==> src/rtl/pwm_meter.sv <==
// pwm_meter: measures high time and period (in clk cycles) of a PWM
// waveform, one measurement per complete period, and flags a waveform
// that stays high or low for longer than TIMEOUT cycles.
//
// Optional feature: define PWM_METER_FILTER_EN to insert a glitch filter
// between the synchronizer and the edge detector. The filter drops any
// pulse shorter than FILTER_LEN cycles. Without the macro, the
// synchronized input feeds the edge detector directly.
//
// Ports:
//   clk            system clock, all logic on posedge
//   rst            synchronous active-high reset
//   sig_in         PWM input, asynchronous to clk
//   high_cycles    high time of the last complete period
//   period_cycles  high + low time of the last complete period
//   meas_valid     one-cycle strobe; high_cycles/period_cycles updated
//   stuck_high     sticky; input held high too long (cleared by next measurement)
//   stuck_low      sticky; input held low too long (cleared by next measurement)
//
// state   | meaning
// --------+-------------------------------------------------------------
// ST_IDLE | discard partial period; wait for a clean fall, track high run
// ST_WAIT | input low after first fall, no high phase captured yet
// ST_HIGH | counting high phase of the period being measured
// ST_LOW  | counting low phase; next rise publishes the measurement

module pwm_meter #(
  parameter int CNT_W      = 16,
  parameter int TIMEOUT    = 1000,
  parameter int FILTER_LEN = 4
) (
  input  logic             clk,
  input  logic             rst,
  input  logic             sig_in,
  output logic [CNT_W-1:0] high_cycles,
  output logic [CNT_W:0]   period_cycles,
  output logic             meas_valid,
  output logic             stuck_high,
  output logic             stuck_low
);

  if ((TIMEOUT < 2) || (TIMEOUT > (2**CNT_W) - 1) || (FILTER_LEN < 1)) begin : g_param_check
    $error("pwm_meter: TIMEOUT or FILTER_LEN out of legal range");
  end

  localparam logic [CNT_W-1:0] TO  = CNT_W'(TIMEOUT);
  localparam logic [CNT_W-1:0] ONE = CNT_W'(1);

  typedef enum logic [1:0] {ST_IDLE, ST_WAIT, ST_HIGH, ST_LOW} state_t;

  logic sync_q1;
  logic sig_s;
  logic sig_f;
  logic sig_d;
  logic rise;
  logic fall;

  always_ff @(posedge clk) begin
    if (rst) begin
      sync_q1 <= 1'b0;
      sig_s   <= 1'b0;
    end else begin
      sync_q1 <= sig_in;
      sig_s   <= sync_q1;
    end
  end

`ifdef PWM_METER_FILTER_EN
  localparam int FW = $clog2(FILTER_LEN + 1);
  logic [FW-1:0] flt_cnt;

  // sig_f follows sig_s only once they have disagreed for FILTER_LEN
  // consecutive cycles; any agreement restarts the count.
  always_ff @(posedge clk) begin
    if (rst) begin
      flt_cnt <= '0;
      sig_f   <= 1'b0;
    end else if (sig_s != sig_f) begin
      if (flt_cnt == FW'(FILTER_LEN - 1)) begin
        sig_f   <= sig_s;
        flt_cnt <= '0;
      end else begin
        flt_cnt <= flt_cnt + 1'b1;
      end
    end else begin
      flt_cnt <= '0;
    end
  end
`else
  assign sig_f = sig_s;
`endif

  always_ff @(posedge clk) begin
    if (rst) sig_d <= 1'b0;
    else     sig_d <= sig_f;
  end

  assign rise = sig_f & ~sig_d;
  assign fall = ~sig_f & sig_d;

  state_t           state, state_n;
  logic [CNT_W-1:0] hi_cnt, hi_n;
  logic [CNT_W-1:0] lo_cnt, lo_n;
  logic [CNT_W-1:0] high_n;
  logic [CNT_W:0]   period_n;
  logic             valid_n;
  logic             sh_n;
  logic             sl_n;

  always_ff @(posedge clk) begin
    if (rst) begin
      state         <= ST_IDLE;
      hi_cnt        <= '0;
      lo_cnt        <= '0;
      high_cycles   <= '0;
      period_cycles <= '0;
      meas_valid    <= 1'b0;
      stuck_high    <= 1'b0;
      stuck_low     <= 1'b0;
    end else begin
      state         <= state_n;
      hi_cnt        <= hi_n;
      lo_cnt        <= lo_n;
      high_cycles   <= high_n;
      period_cycles <= period_n;
      meas_valid    <= valid_n;
      stuck_high    <= sh_n;
      stuck_low     <= sl_n;
    end
  end

  // Edges are tested before the timeout compare so that an edge arriving
  // on the timeout cycle wins. Counters leave their state on reaching TO,
  // so they saturate at TO and never wrap.
  always_comb begin
    state_n  = state;
    hi_n     = hi_cnt;
    lo_n     = lo_cnt;
    high_n   = high_cycles;
    period_n = period_cycles;
    valid_n  = 1'b0;
    sh_n     = stuck_high;
    sl_n     = stuck_low;

    case (state)
      ST_IDLE: begin
        // A rise here (including the one seen at reset release) is ignored;
        // hi_cnt only tracks how long the input has been high.
        if (fall) begin
          state_n = ST_WAIT;
          lo_n    = ONE;
          hi_n    = '0;
        end else if (hi_cnt == TO) begin
          sh_n = 1'b1;
        end else if (sig_f) begin
          hi_n = hi_cnt + 1'b1;
        end else begin
          hi_n = '0;
        end
      end

      ST_WAIT: begin
        if (rise) begin
          state_n = ST_HIGH;
          hi_n    = ONE;
          lo_n    = '0;
        end else if (lo_cnt == TO) begin
          state_n = ST_IDLE;
          sl_n    = 1'b1;
          hi_n    = '0;
          lo_n    = '0;
        end else begin
          lo_n = lo_cnt + 1'b1;
        end
      end

      ST_HIGH: begin
        if (fall) begin
          state_n = ST_LOW;
          lo_n    = ONE;
        end else if (hi_cnt == TO) begin
          // hi_cnt stays at TO: in ST_IDLE it means "high for TO cycles".
          state_n = ST_IDLE;
          sh_n    = 1'b1;
          lo_n    = '0;
        end else begin
          hi_n = hi_cnt + 1'b1;
        end
      end

      ST_LOW: begin
        if (rise) begin
          state_n  = ST_HIGH;
          high_n   = hi_cnt;
          period_n = {1'b0, hi_cnt} + {1'b0, lo_cnt};
          valid_n  = 1'b1;
          sh_n     = 1'b0;
          sl_n     = 1'b0;
          hi_n     = ONE;
          lo_n     = '0;
        end else if (lo_cnt == TO) begin
          state_n = ST_IDLE;
          sl_n    = 1'b1;
          hi_n    = '0;
          lo_n    = '0;
        end else begin
          lo_n = lo_cnt + 1'b1;
        end
      end

      default: begin
        state_n = ST_IDLE;
        hi_n    = '0;
        lo_n    = '0;
      end
    endcase
  end

endmodule
==> config.mk <==
export PLATFORM = sky130hd
export DESIGN_NAME = pwm_meter
export DESIGN_NICKNAME = d
export VERILOG_FILES = /design/src/rtl/pwm_meter.sv
export SDC_FILE = /design/constraint.sdc
export NUM_CORES = 1
export LEC_CHECK = 0
export ABC_AREA = 1
export CAP_MARGIN = 20
export CORE_MARGIN = 2
export CORE_UTILIZATION = 30
export CTS_CLUSTER_SIZE = 30
export DETAILED_ROUTE_END_ITERATION = 10
export SKIP_CTS_REPAIR_TIMING = 1
export SLEW_MARGIN = 20
export SYNTH_ARGS = -nofsm -noshare
export SYNTH_HDL_FRONTEND = slang
export SYNTH_SLANG_ARGS = --single-unit
==> constraint.sdc <==
create_clock -name clk -period 1.56 [get_ports clk]
set_input_delay 0.156 -clock clk [delete_from_list [all_inputs] [get_ports clk]]
set_output_delay 0.156 -clock clk [all_outputs]
set_load 0.01 [all_outputs]
* Word-level counts from Yosys, hierarchy flattened
Cells that the tools add are included.
** Cells by class
- Add/sub/neg operators :: 3
- Equal/unequal tests :: 15
- Multiplexer cells :: 29
- Bitwise gates (word level) :: 5
- Reductions and logical operators :: 12
** Operator list (count)
- $mux 16 :: 12
- $pmux 16 s3 :: 2
- $add 16x1->16 const B :: 2
- $eq 16x10->1 const B :: 2
- $add 16x16->17 :: 1
- $ne 2x2->1 const B :: 6
- $mux 2 :: 5
- $reduce_and 4->1 :: 2
- $mux 1 :: 7
- $ne 3x3->1 const B :: 2
- $pmux 2 s3 :: 1
- $reduce_and 2->1 :: 3
- $reduce_or 2->1 :: 3
- $eq 2x2->1 const B :: 2
- $pmux 1 s2 :: 2
- $reduce_bool 2->1 :: 2
- $ne 3x1->1 const B :: 1
- $not 1->1 :: 3
- $reduce_and 3->1 :: 1
- $and 1x1->1 :: 2
- $eq 2x1->1 const B :: 1
- $logic_not 2->1 :: 1
- $ne 2x1->1 const B :: 1
** Word-level totals
- Register bits after elaboration :: 73
- Input bits :: 3
- Output and inout bits :: 36
- Logic and storage cells :: 75

* Logic depth before layout (Yosys ltp)
Gate-level depths: netlist of the first run.
- Depth in word-level cells :: 5
- Gate-level depth with buffers :: 12
- Mapped depth without buffers :: 12

* Worst setup path before layout of the first run
No wires, ideal clock.
- Path kind :: reg2reg
- Start :: register lo_cnt[0]
- End :: register period_cycles[8]
- Setup time :: 113 ps
- Data arrival time :: 1599 ps
- Required time :: 1447 ps
- Setup slack :: -152 ps
- Stages on the path, launching flop included :: 10
- Path buffers :: 0
- Period minus slack after synthesis :: 1712 ps
- Cell sequence :: dfxtp_1 > ha_1 > fa_1 > nand3_1 > nand2_1 > nand2_1 > nand2_1 > or2_2 > nand3_1 > nand2_1
** On the way
- Longest elaborated chain between the ends :: 1
** RTL lines
- start, declared :: line 103 : logic [CNT_W-1:0] lo_cnt, lo_n;
- start signal, assigned :: line 123 : lo_cnt <= lo_n;
- $add 16x16->17 :: line 195 : period_n = {1'b0, hi_cnt} + {1'b0, lo_cnt};
- end signal, assigned :: line 125 : period_cycles <= period_n;
- end, declared :: line 36 : output logic [CNT_W:0] period_cycles,
Every way passes these cells.
A chain may end at the register's enable or synchronous reset.

* Worst setup path after layout of the first run
- Start :: register lo_cnt[0]
- End :: register hi_cnt[8]
** On the way
- Longest elaborated chain between the ends :: 3
** RTL lines
- $eq 16x10->1 :: line 167, 201
- $ne 3x1->1 (no line)
- $reduce_and 4->1 (no line)
- end signal, assigned :: line 122 : hi_cnt <= hi_n;
- end, declared :: line 102 : logic [CNT_W-1:0] hi_cnt, hi_n;
Every way passes these cells.

==> summary.md, run 1 <==
| Metric | Value |
|---|---|
| Run status | `complete, but fails checks` |
| Violated checks | `setup timing` |
| Routed vias | `4,809` |
| Global route overflow | `0` |
| Most common cell in the netlist | `nand2_1` |
| Synth top cells by count | `nand2_1 (190), dfxtp_1 (73), nor2_1 (69)` |
| Main synth FF type | `dfxtp_1` |
| Fin crit share | `105%` |
| Synth Register Bits | `73` |
| Final GP Congestion | `0.934` |
| Clock latency on the worst-skew pair | `0.34 ns` |
| Slew HR | `75.1%` |
| Area share of the largest cell type after synthesis | `34.5%` |
| Seq/Total Area, Yosys | `34.5%` |
| Endpoint type of the worst setup path | `register` |
| Core Footprint | `0.0138 mm²` |
| DRC Markers | `0` |
| Least-Margin Pin Slew | `0.370 ns` |
| Syn avg cell area | `6.66 µm²` |
| CTS sink cnt | `73` |
| Synth area leader | `dfxtp_1` |
| Crit path from | `lo_cnt[0]` |
| Num CTS Buffers | `9` |
| Peak supply drop | `542 µV` |
| CTS root buf | `clkbuf_16` |
| Layout cells sized above 1 | `37.0%` |
| Die height | `123 µm` |
| CTS tree | `done` |
| Overall global routing resource usage | `17.4%` |
| Drt total wl | `14,300 µm` |
| Dpl hpwl | `9980 µm` |
| Synth area leaders | `dfxtp_1 (35%), nand2_1 (17%), ha_1 (6.2%)` |
| Layout Utilization | `48.3%` |
| Via density | `4.96` |
| Final Slew Violations | `0` |
| H-tree depth | `3` |
| RR Startpoint | `lo_cnt[0]` |
| Tmin final | `1.64 ns` |
| CP peak stage delay | `0.37 ns` |
| Diode count | `0` |
| Iteration-0 DRC Markers | `437` |
| Hold Fails Final Rpt | `0` |
| Pwr Density | `641 mW/mm²` |
| First-pass GRT wire length | `20,200 µm` |
| Initial antenna violation count | `0` |
| Hold Crit Start | `sig_in` |
| Max_cap viols | `0` |
| Post-Route Setup TNS | `-0.544 ns` |
| Post-Syn Instances | `636` |
| Initial Util | `30.6%` |
| Leakage | `2.73 nW` |
| Cell repeated most along the worst path | `nand2_4` |
| Number of buffers inserted by port buffering | `38` |
| Critical path type | `register to register` |
| Final WS setup | `-0.0763 ns` |
| Reg clk slew, reported paths | `0.06 ns` |
| Pin count of the biggest net entering global routing | `32` |
| Final setup vio count | `20` |
| Max Freq | `611 MHz` |
| Post-Syn Area | `0.00423 mm²` |
| Worst Path Required | `1.81 ns` |
| Yosys warns | `0` |
| Crit start category | `register` |
| Critical-path cell list | `inv_4 -> ha_4 -> nand3_2 -> nor2_2 -> nand2_2 -> nand2_4 -> nand2_4 -> nor2_4 -> buf_6 -> nand2_1 -> a21oi_2` |
| Mapped Nets | `661` |
| Synth-to-Final Area Change | `57.9%` |
| Rows | `43` |
| Routed len/inst | `14.8 µm` |
| Data arrival time of the critical path | `1.89 ns` |
| Max Root-Sink Buffers | `2` |
| Post-synth EDFFs | `0` |
| FFs w/ async S/R, synth | `0%` |
| # nets final | `810` |
| Slowest CP cell | `dfxtp_4` |
| Netlist cell types | `39` |
| Unrepaired setup endpoints after global routing | `true` |
| Io pins | `39` |
| Routed Antenna Nets | `0` |
| Pre-CTS worst setup slack | `-0.178 ns` |
| Drt first pass iters | `6` |
| Hold Path Class | `primary input to register` |
| Vias in the first global route | `4,070` |
| Worst Skew | `0.00839 ns` |
| PnR Total Power | `4.28 mW` |
| Crit path max fanout | `5` |
| Die W | `123 µm` |
| Die area | `0.0151 mm²` |
-- area by class of cell --
cell class	count	area [µm²]
Clock buffer	12	267
Clock inverter	4	50.0
Fill cell	1347	7140
Inverter	66	255
Multi-Input combinational cell	483	3040
Sequential cell	73	1520
Tap cell	180	225
Timing Repair Buffer	152	1320
-- state kept, by name, indices dropped and copies added, names as in the netlist --
signal / count
period_cycles: 17
hi_cnt: 16
meas_valid: 1
high_cycles: 16
lo_cnt: 16
sig_f: 1
sig_d: 1
state: 2
stuck_high: 1
sync_q1: 1
stuck_low: 1
-- logic make-up after synthesis --
logic type	Yosys count	share of synthesized area, %
buffers and inverters	80	7.86
AOI/OAI and AO/OA	108	13.9
and+or+nand+nor	348	36.0
DFF	73	34.5
adders and majority gates	22	6.68
xor gates and xnor gates	5	1.03
-- routing by layer --
layer	share of wire, %	wire, µm	track usage, %
met5	0	0	0
met4	2.7	387	6.03
met3	5.6	802	3.35
met2	47	6700	26.7
met1	45	6420	24.2
-- critical path: cells and delay by family, from the launching register on --
family | cells | cell delay [ns]
buffers and inverters | 2 | 0.20
AOI/OAI and AO/OA | 1 | 0.17
DFF | 1 | 0.37
and+or+nand+nor | 7 | 0.68
adders and majority gates | 1 | 0.12
-- path summary, 6_finish.rpt --
path | slack, ns | endpoint | cells past startpoint
worst max-delay path | -0.08 | hi_cnt[8] | 11
worst min-delay path | 0.33 | sync_q1 | 3
worst max register to register | -0.08 | hi_cnt[8] | 11
worst min register to register | 0.39 | sig_f | 2
-- cells in the final DEF (no fill, tap or decap), types with 4 or more instances in the layout --
master and n:
nand2_1 162, inv_2 8, nor2_1 49, nand2_2 23, o21ai_1 20, nand3_1 31
a21oi_1 31, a21oi_2 16, o21ai_0 20, nor3_1 4, inv_1 55, buf_6 6
buf_4 102, buf_12 4, dfxtp_1 43, dfxtp_4 10, dfxtp_2 20, nand3b_1 4
nor2_2 13, nand2_4 8, clkbuf_16 10, clkdlybuf4s50_1 38, nor2_4 10, nand3_2 13
nand4_1 17, ha_4 15, a211oi_1 4
-- power by group --
group / switching, mW / internal [mW]
logic: 0.131 / 0.0938
clock network: 0.824 / 1.37
registers: 0.0109 / 1.86
total: 0.966 / 3.32
-- stage by stage --
step	instances	hold WS (ns)	area, µm²
after detailed placement	938	0.393	5590
final	970	0.332	6680
after floorplan	636	0.234	4290
after CTS	954	0.339	5910
after global placement	938	0.397	5590
after global routing	970	0.366	6680
(Power assumes the default switching activity.)
==> inputs of run 2 (changes only) <==
--- a/config.mk
+++ b/config.mk
@@ -11,6 +11,7 @@
 export CORE_UTILIZATION = 30
 export CTS_CLUSTER_SIZE = 30
 export DETAILED_ROUTE_END_ITERATION = 10
+export GPL_TIMING_DRIVEN = 0
 export SKIP_CTS_REPAIR_TIMING = 1
 export SLEW_MARGIN = 20
 export SYNTH_ARGS = -nofsm -noshare
==> summary.md, run 2 (synthesized netlist as in run 1, its figures left out) <==
| Metric | Value |
|---|---|
| Die height | `123 µm (unchanged)` |
| Fin crit share | `110% (+5.4 points)` |
| DRC Markers | `0 (unchanged)` |
| Commonest cells after routing, fill and taps aside | `nand2_1 (164), nor2_1 (56), inv_1 (51)` |
| Vias in the first global route | `3,710 (-8.8%)` |
| Leakage | `2.45 nW (-11%)` |
| Hold Fails Final Rpt | `0 (unchanged)` |
| Peak supply drop | `542 µV (about the same)` |
| Worst Skew | `0.00836 ns (-0.0000223 ns)` |
| Synth-to-Final Area Change | `45.2%` |
| Core Footprint | `0.0138 mm² (unchanged)` |
| Endpoint type of the worst setup path | `register` |
| Pre-CTS worst setup slack | `-0.359 ns (-0.181 ns)` |
| Rows | `43 (unchanged)` |
| Die W | `123 µm (unchanged)` |
| Final GP Congestion | `0.892 (-4.5%)` |
| Clock latency on the worst-skew pair | `0.34 ns (about the same)` |
| Placed cell count | `854 (-9.0%)` |
| Finished Layout Cells | `905 (-6.7%)` |
| H-tree depth | `3 (unchanged)` |
| Slew HR | `54.6% (-20 points)` |
| Die area | `0.0151 mm² (unchanged)` |
| Initial Util | `30.6% (unchanged)` |
| Reg clk slew, reported paths | `0.06 ns (about the same)` |
| Global route overflow | `0 (unchanged)` |
| Dpl hpwl | `9010 µm (-9.8%)` |
| Routed vias | `4,457 (-7.3%)` |
| Worst Path Required | `1.76 ns (-0.05 ns)` |
| Commonest non-fill, non-tap cell in the layout | `nand2_1` |
| Crit path max fanout | `6 (+1)` |
| Max reg flops | `17 (unchanged)` |
| Layout Utilization | `44.4% (-3.9 points)` |
| Tmin final | `1.72 ns (+0.0844 ns)` |
| Iteration-0 DRC Markers | `349 (-20%)` |
| Layout cells sized above 1 | `29.2% (-7.7 points)` |
| Initial antenna violation count | `0 (unchanged)` |
| Routed Antenna Nets | `0 (unchanged)` |
| Via density | `4.92 (-0.66%)` |
| Hold Path Class | `primary input to register` |
| Unrepaired setup endpoints after global routing | `true` |
| Number of buffers inserted by port buffering | `38 (unchanged)` |
| CTS sink cnt | `73 (unchanged)` |
| Fill count | `1,359 (+0.89%)` |
| Largest Register | `period_cycles` |
| Max Root-Sink Buffers | `2 (unchanged)` |
| Drt total wl | `13,100 µm (-8.6%)` |
| Max Freq | `581 MHz (-4.9%)` |
| Critical path type | `register to register` |
| Run status | `complete, but fails checks` |
| Overall global routing resource usage | `16.3% (-1.0 points)` |
| Crit start category | `register` |
| Routed len/inst | `14.5 µm (-2.1%)` |
| Post-Route Setup TNS | `-3.50 ns (-2.96 ns)` |
| CTS root buf | `clkbuf_16` |
| Hold Slack | `0.331 ns (-0.00154 ns)` |
| Max_cap viols | `0 (unchanged)` |
| Final WS setup | `-0.161 ns (-0.0844 ns)` |
| Final setup vio count | `39 (+95%)` |
| Data arrival time of the critical path | `1.92 ns (+0.03 ns)` |
| Pin count of the biggest net entering global routing | `14 (-56%)` |
| Drt first pass iters | `8 (+2)` |
| First-pass GRT wire length | `19,100 µm (-5.8%)` |
| CTS tree | `done` |
| Diode count | `0 (unchanged)` |
| Final Slew Violations | `0 (unchanged)` |
| Num CTS Buffers | `9 (unchanged)` |
| Least-Margin Pin Slew | `0.681 ns (+0.311 ns)` |
| Violated checks | `setup timing` |
| Io pins | `39 (unchanged)` |
| # nets final | `745 (-8.0%)` |
| Pwr Density | `705 mW/mm² (+10%)` |
## run 2: changes by cell type in the layout (fill, tap and decap cells not counted), sizes merged
cell      previous run  this run
buf                113        39
clkbuf              13        21
clkinv               1         5
inv                 66        64
clkinvlp             2         1
## run 2: final timing paths
kind | from | end | slack, ns | cells after the start
setup / recovery | lo_cnt[5] | hi_cnt[7] | -0.16 | 11
hold reg to reg | sync_q1 | sig_f | 0.40 | 2
hold / removal | sig_in | sync_q1 | 0.33 | 3
setup reg to reg | lo_cnt[5] | hi_cnt[7] | -0.16 | 11
## run 2: layout make-up
cell class                 count  area (µm²)  share of cell area (%)
buffer                        14         130                    2.12
tap                          180         225                    3.66
clock inverter                 5        61.3                   0.998
timing repair buffer          73         744                    12.1
multi-input combinational    483        2910                    47.4
clock buffer                  11         264                    4.30
sequential                    73        1540                    25.0
inverter                      66         269                    4.38
## run 2: critical path: stages (launching register included)
cell       delay, ns
dfxtp_4         0.38
inv_2           0.04
nor2_2          0.13
nand2_1         0.10
nor2_2          0.12
nand2_2         0.08
nand2_4         0.13
buf_12          0.12
nand3_4         0.13
clkbuf_16       0.21
nand2_1         0.07
a21oi_2         0.05
## run 2: stage by stage
stage / area [µm²] / power (mW)
after floorplan: 4290 / 2.01
after global placement: 4890 / 2.07
after detailed placement: 4890 / 2.07
after CTS: 5220 / 4.27
after global routing: 6150 / 4.47
final: 6150 / 4.34
## run 2: routing by layer
layer  share of wire [%]  GRT usage [%]
met1                  47           23.1
met2                  46           24.3
met3                 4.9           2.88
met4                 2.4           6.90
met5                   0              0
## run 2: where the power goes
group          internal, mW  total [mW]  switching, mW
combinational         0.112       0.257          0.145
clock                  1.38        2.22          0.834
sequential             1.85        1.86         0.0144
total                  3.34        4.34          0.993
==> inputs of run 3 (changes only) <==
--- a/config.mk
+++ b/config.mk
@@ -12,6 +12,7 @@
 export CTS_CLUSTER_SIZE = 30
 export DETAILED_ROUTE_END_ITERATION = 10
 export GPL_TIMING_DRIVEN = 0
+export RECOVER_POWER = 25
 export SKIP_CTS_REPAIR_TIMING = 1
 export SLEW_MARGIN = 20
 export SYNTH_ARGS = -nofsm -noshare
==> summary.md, run 3 (synthesized netlist as in run 1, its figures left out) <==
| Metric | Value |
|---|---|
| Iteration-0 DRC Markers | `304 (-13%)` |
| Hold Slack | `0.333 ns (+0.00159 ns)` |
| First-pass GRT wire length | `19,100 µm (unchanged)` |
| Critical-path cell list | `inv_2 -> nor2_2 -> nand2_1 -> nor2_2 -> nand2_2 -> nand2_4 -> buf_12 -> nand3_4 -> clkbuf_16 -> nand2_1 -> a21oi_2` |
| H-tree depth | `3 (unchanged)` |
| Final GP Congestion | `0.892 (unchanged)` |
| DRC Markers | `0 (unchanged)` |
| Hold Path Class | `primary input to register` |
| Dpl hpwl | `9010 µm (unchanged)` |
| Max reg flops | `17 (unchanged)` |
| CP peak stage delay | `0.38 ns (about the same)` |
| Pwr Density | `707 mW/mm² (+0.17%)` |
| Area after DPL | `0.00489 mm² (unchanged)` |
| Routed Antenna Nets | `0 (unchanged)` |
| Slew HR | `54.3% (-0.33 points)` |
| Max Root-Sink Buffers | `2 (unchanged)` |
| Drt total wl | `13,100 µm (about the same)` |
| Leakage | `2.49 nW (+1.9%)` |
| Worst Path Required | `1.76 ns (about the same)` |
| Synth-to-Final Area Change | `45.2% (unchanged)` |
| Routed len/inst | `14.5 µm (about the same)` |
| CTS root buf | `clkbuf_16` |
| PnR Total Power | `4.34 mW (+0.17%)` |
| Routed vias | `4,448 (-0.20%)` |
| Diode count | `0 (unchanged)` |
| Worst Skew | `0.00879 ns (+0.000424 ns)` |
| Core Footprint | `0.0138 mm² (unchanged)` |
| Global route overflow | `0 (unchanged)` |
| Data arrival time of the critical path | `1.92 ns (about the same)` |
| Reg clk slew, reported paths | `0.06 ns (about the same)` |
| Commonest non-fill, non-tap cell in the layout | `nand2_1` |
| Unrepaired setup endpoints after global routing | `true` |
| Top Family by Delay on Critical Path | `simple AND/OR/NAND/NOR gates` |
| Layout Utilization | `44.4% (unchanged)` |
| Post-Route Setup TNS | `-3.47 ns (+0.0311 ns)` |
| Design area | `0.00615 mm² (unchanged)` |
| Run status | `complete, but fails checks` |
| Final setup vio count | `39 (unchanged)` |
| Die height | `123 µm (unchanged)` |
| Crit start category | `register` |
| Max Freq | `581 MHz (about the same)` |
| Commonest cells after routing, fill and taps aside | `nand2_1 (164), nor2_1 (56), inv_1 (51)` |
| Worst Path Buf+Inv | `3 (unchanged)` |
| Io pins | `39 (unchanged)` |
| Rows | `43 (unchanged)` |
| Violated checks | `setup timing` |
| Layout cells sized above 1 | `29.2% (unchanged)` |
| CTS sink cnt | `73 (unchanged)` |
| Number of buffers inserted by port buffering | `38 (unchanged)` |
| Pin count of the biggest net entering global routing | `14 (unchanged)` |
| Initial Util | `30.6% (unchanged)` |
| Drt first pass iters | `5 (-3)` |
| # nets final | `745 (unchanged)` |
| Final Slew Violations | `0 (unchanged)` |
| CTS tree | `done` |
| Overall global routing resource usage | `16.3% (unchanged)` |
| Critical path type | `register to register` |
| Endpoint type of the worst setup path | `register` |
| Tmin final | `1.72 ns (+0.00105 ns)` |
| Slowest CP cell | `dfxtp_4` |
| Die W | `123 µm (unchanged)` |
| Hold Fails Final Rpt | `0 (unchanged)` |
| Largest Register | `period_cycles` |
| Num CTS Buffers | `9 (unchanged)` |
| Max_cap viols | `0 (unchanged)` |
| Fin crit share | `110% (about the same)` |
| Least-Margin Pin Slew | `0.686 ns (+0.00492 ns)` |
| Initial antenna violation count | `0 (unchanged)` |
| Via density | `4.91 (-0.20%)` |
| Final WS setup | `-0.162 ns (-0.00105 ns)` |
| Peak supply drop | `540 µV (-0.44%)` |
| Vias in the first global route | `3,710 (unchanged)` |
| Fill count | `1,359 (unchanged)` |
| Die area | `0.0151 mm² (unchanged)` |
| Clock latency on the worst-skew pair | `0.34 ns (about the same)` |
| Crit path max fanout | `6 (unchanged)` |
==> run 3: changes by cell type in the layout (fill, tap and decap cells not counted) <==
cell,delta
dlygate4sd3_1,+13
clkdlybuf4s50_1,-13
==> run 3: cell type report <==
type	count	area (µm²)	area share, %
Buffer	14	130	2.12
Inverter	66	269	4.38
Clock inverter	5	61.3	0.998
Sequential cell	73	1540	25.0
Multi-Input combinational cell	483	2910	47.4
Clock buffer	11	264	4.30
Timing Repair Buffer	73	744	12.1
Tap cell	180	225	3.66
==> run 3: where the power goes <==
part | switching (mW) | internal, mW
Clock | 0.840 | 1.38
Combinational | 0.145 | 0.112
Sequential | 0.0145 | 1.85
Total | 1.00 | 3.34
==> run 3: worst paths after layout <==
path / start / slack, ns / to / cells past startpoint
setup / recovery: lo_cnt[5] / -0.16 / hi_cnt[7] / 11
hold / removal: sig_in / 0.33 / sync_q1 / 3
setup reg to reg: lo_cnt[5] / -0.16 / hi_cnt[7] / 11
hold reg to reg: sync_q1 / 0.39 / sig_f / 2
==> run 3: worst min-delay path: cells and delay by family <==
kind | cells | cell delay (ns)
buffers and inverters | 2 | 0.44
AND/OR/NAND/NOR | 1 | 0.03
==> run 3: metal layers <==
layer / vias up / part of all wire (%) / track usage (%)
met5: - / 0 / 0
met4: 0 / 2.3 / 6.90
met3: 23 / 5.1 / 2.88
met2: 141 / 46 / 24.3
met1: 2009 / 47 / 23.1
li1: 2275 / - / -
==> run 3: stage by stage <==
stage / instances / worst slack (ns)
4_1_cts: 870 / -0.380
5_1_grt: 905 / -0.221
6_report: 905 / -0.162
3_5_place_dp: 854 / -0.359
2_1_floorplan: 636 / -0.0219
3_3_place_gp: 854 / -0.352
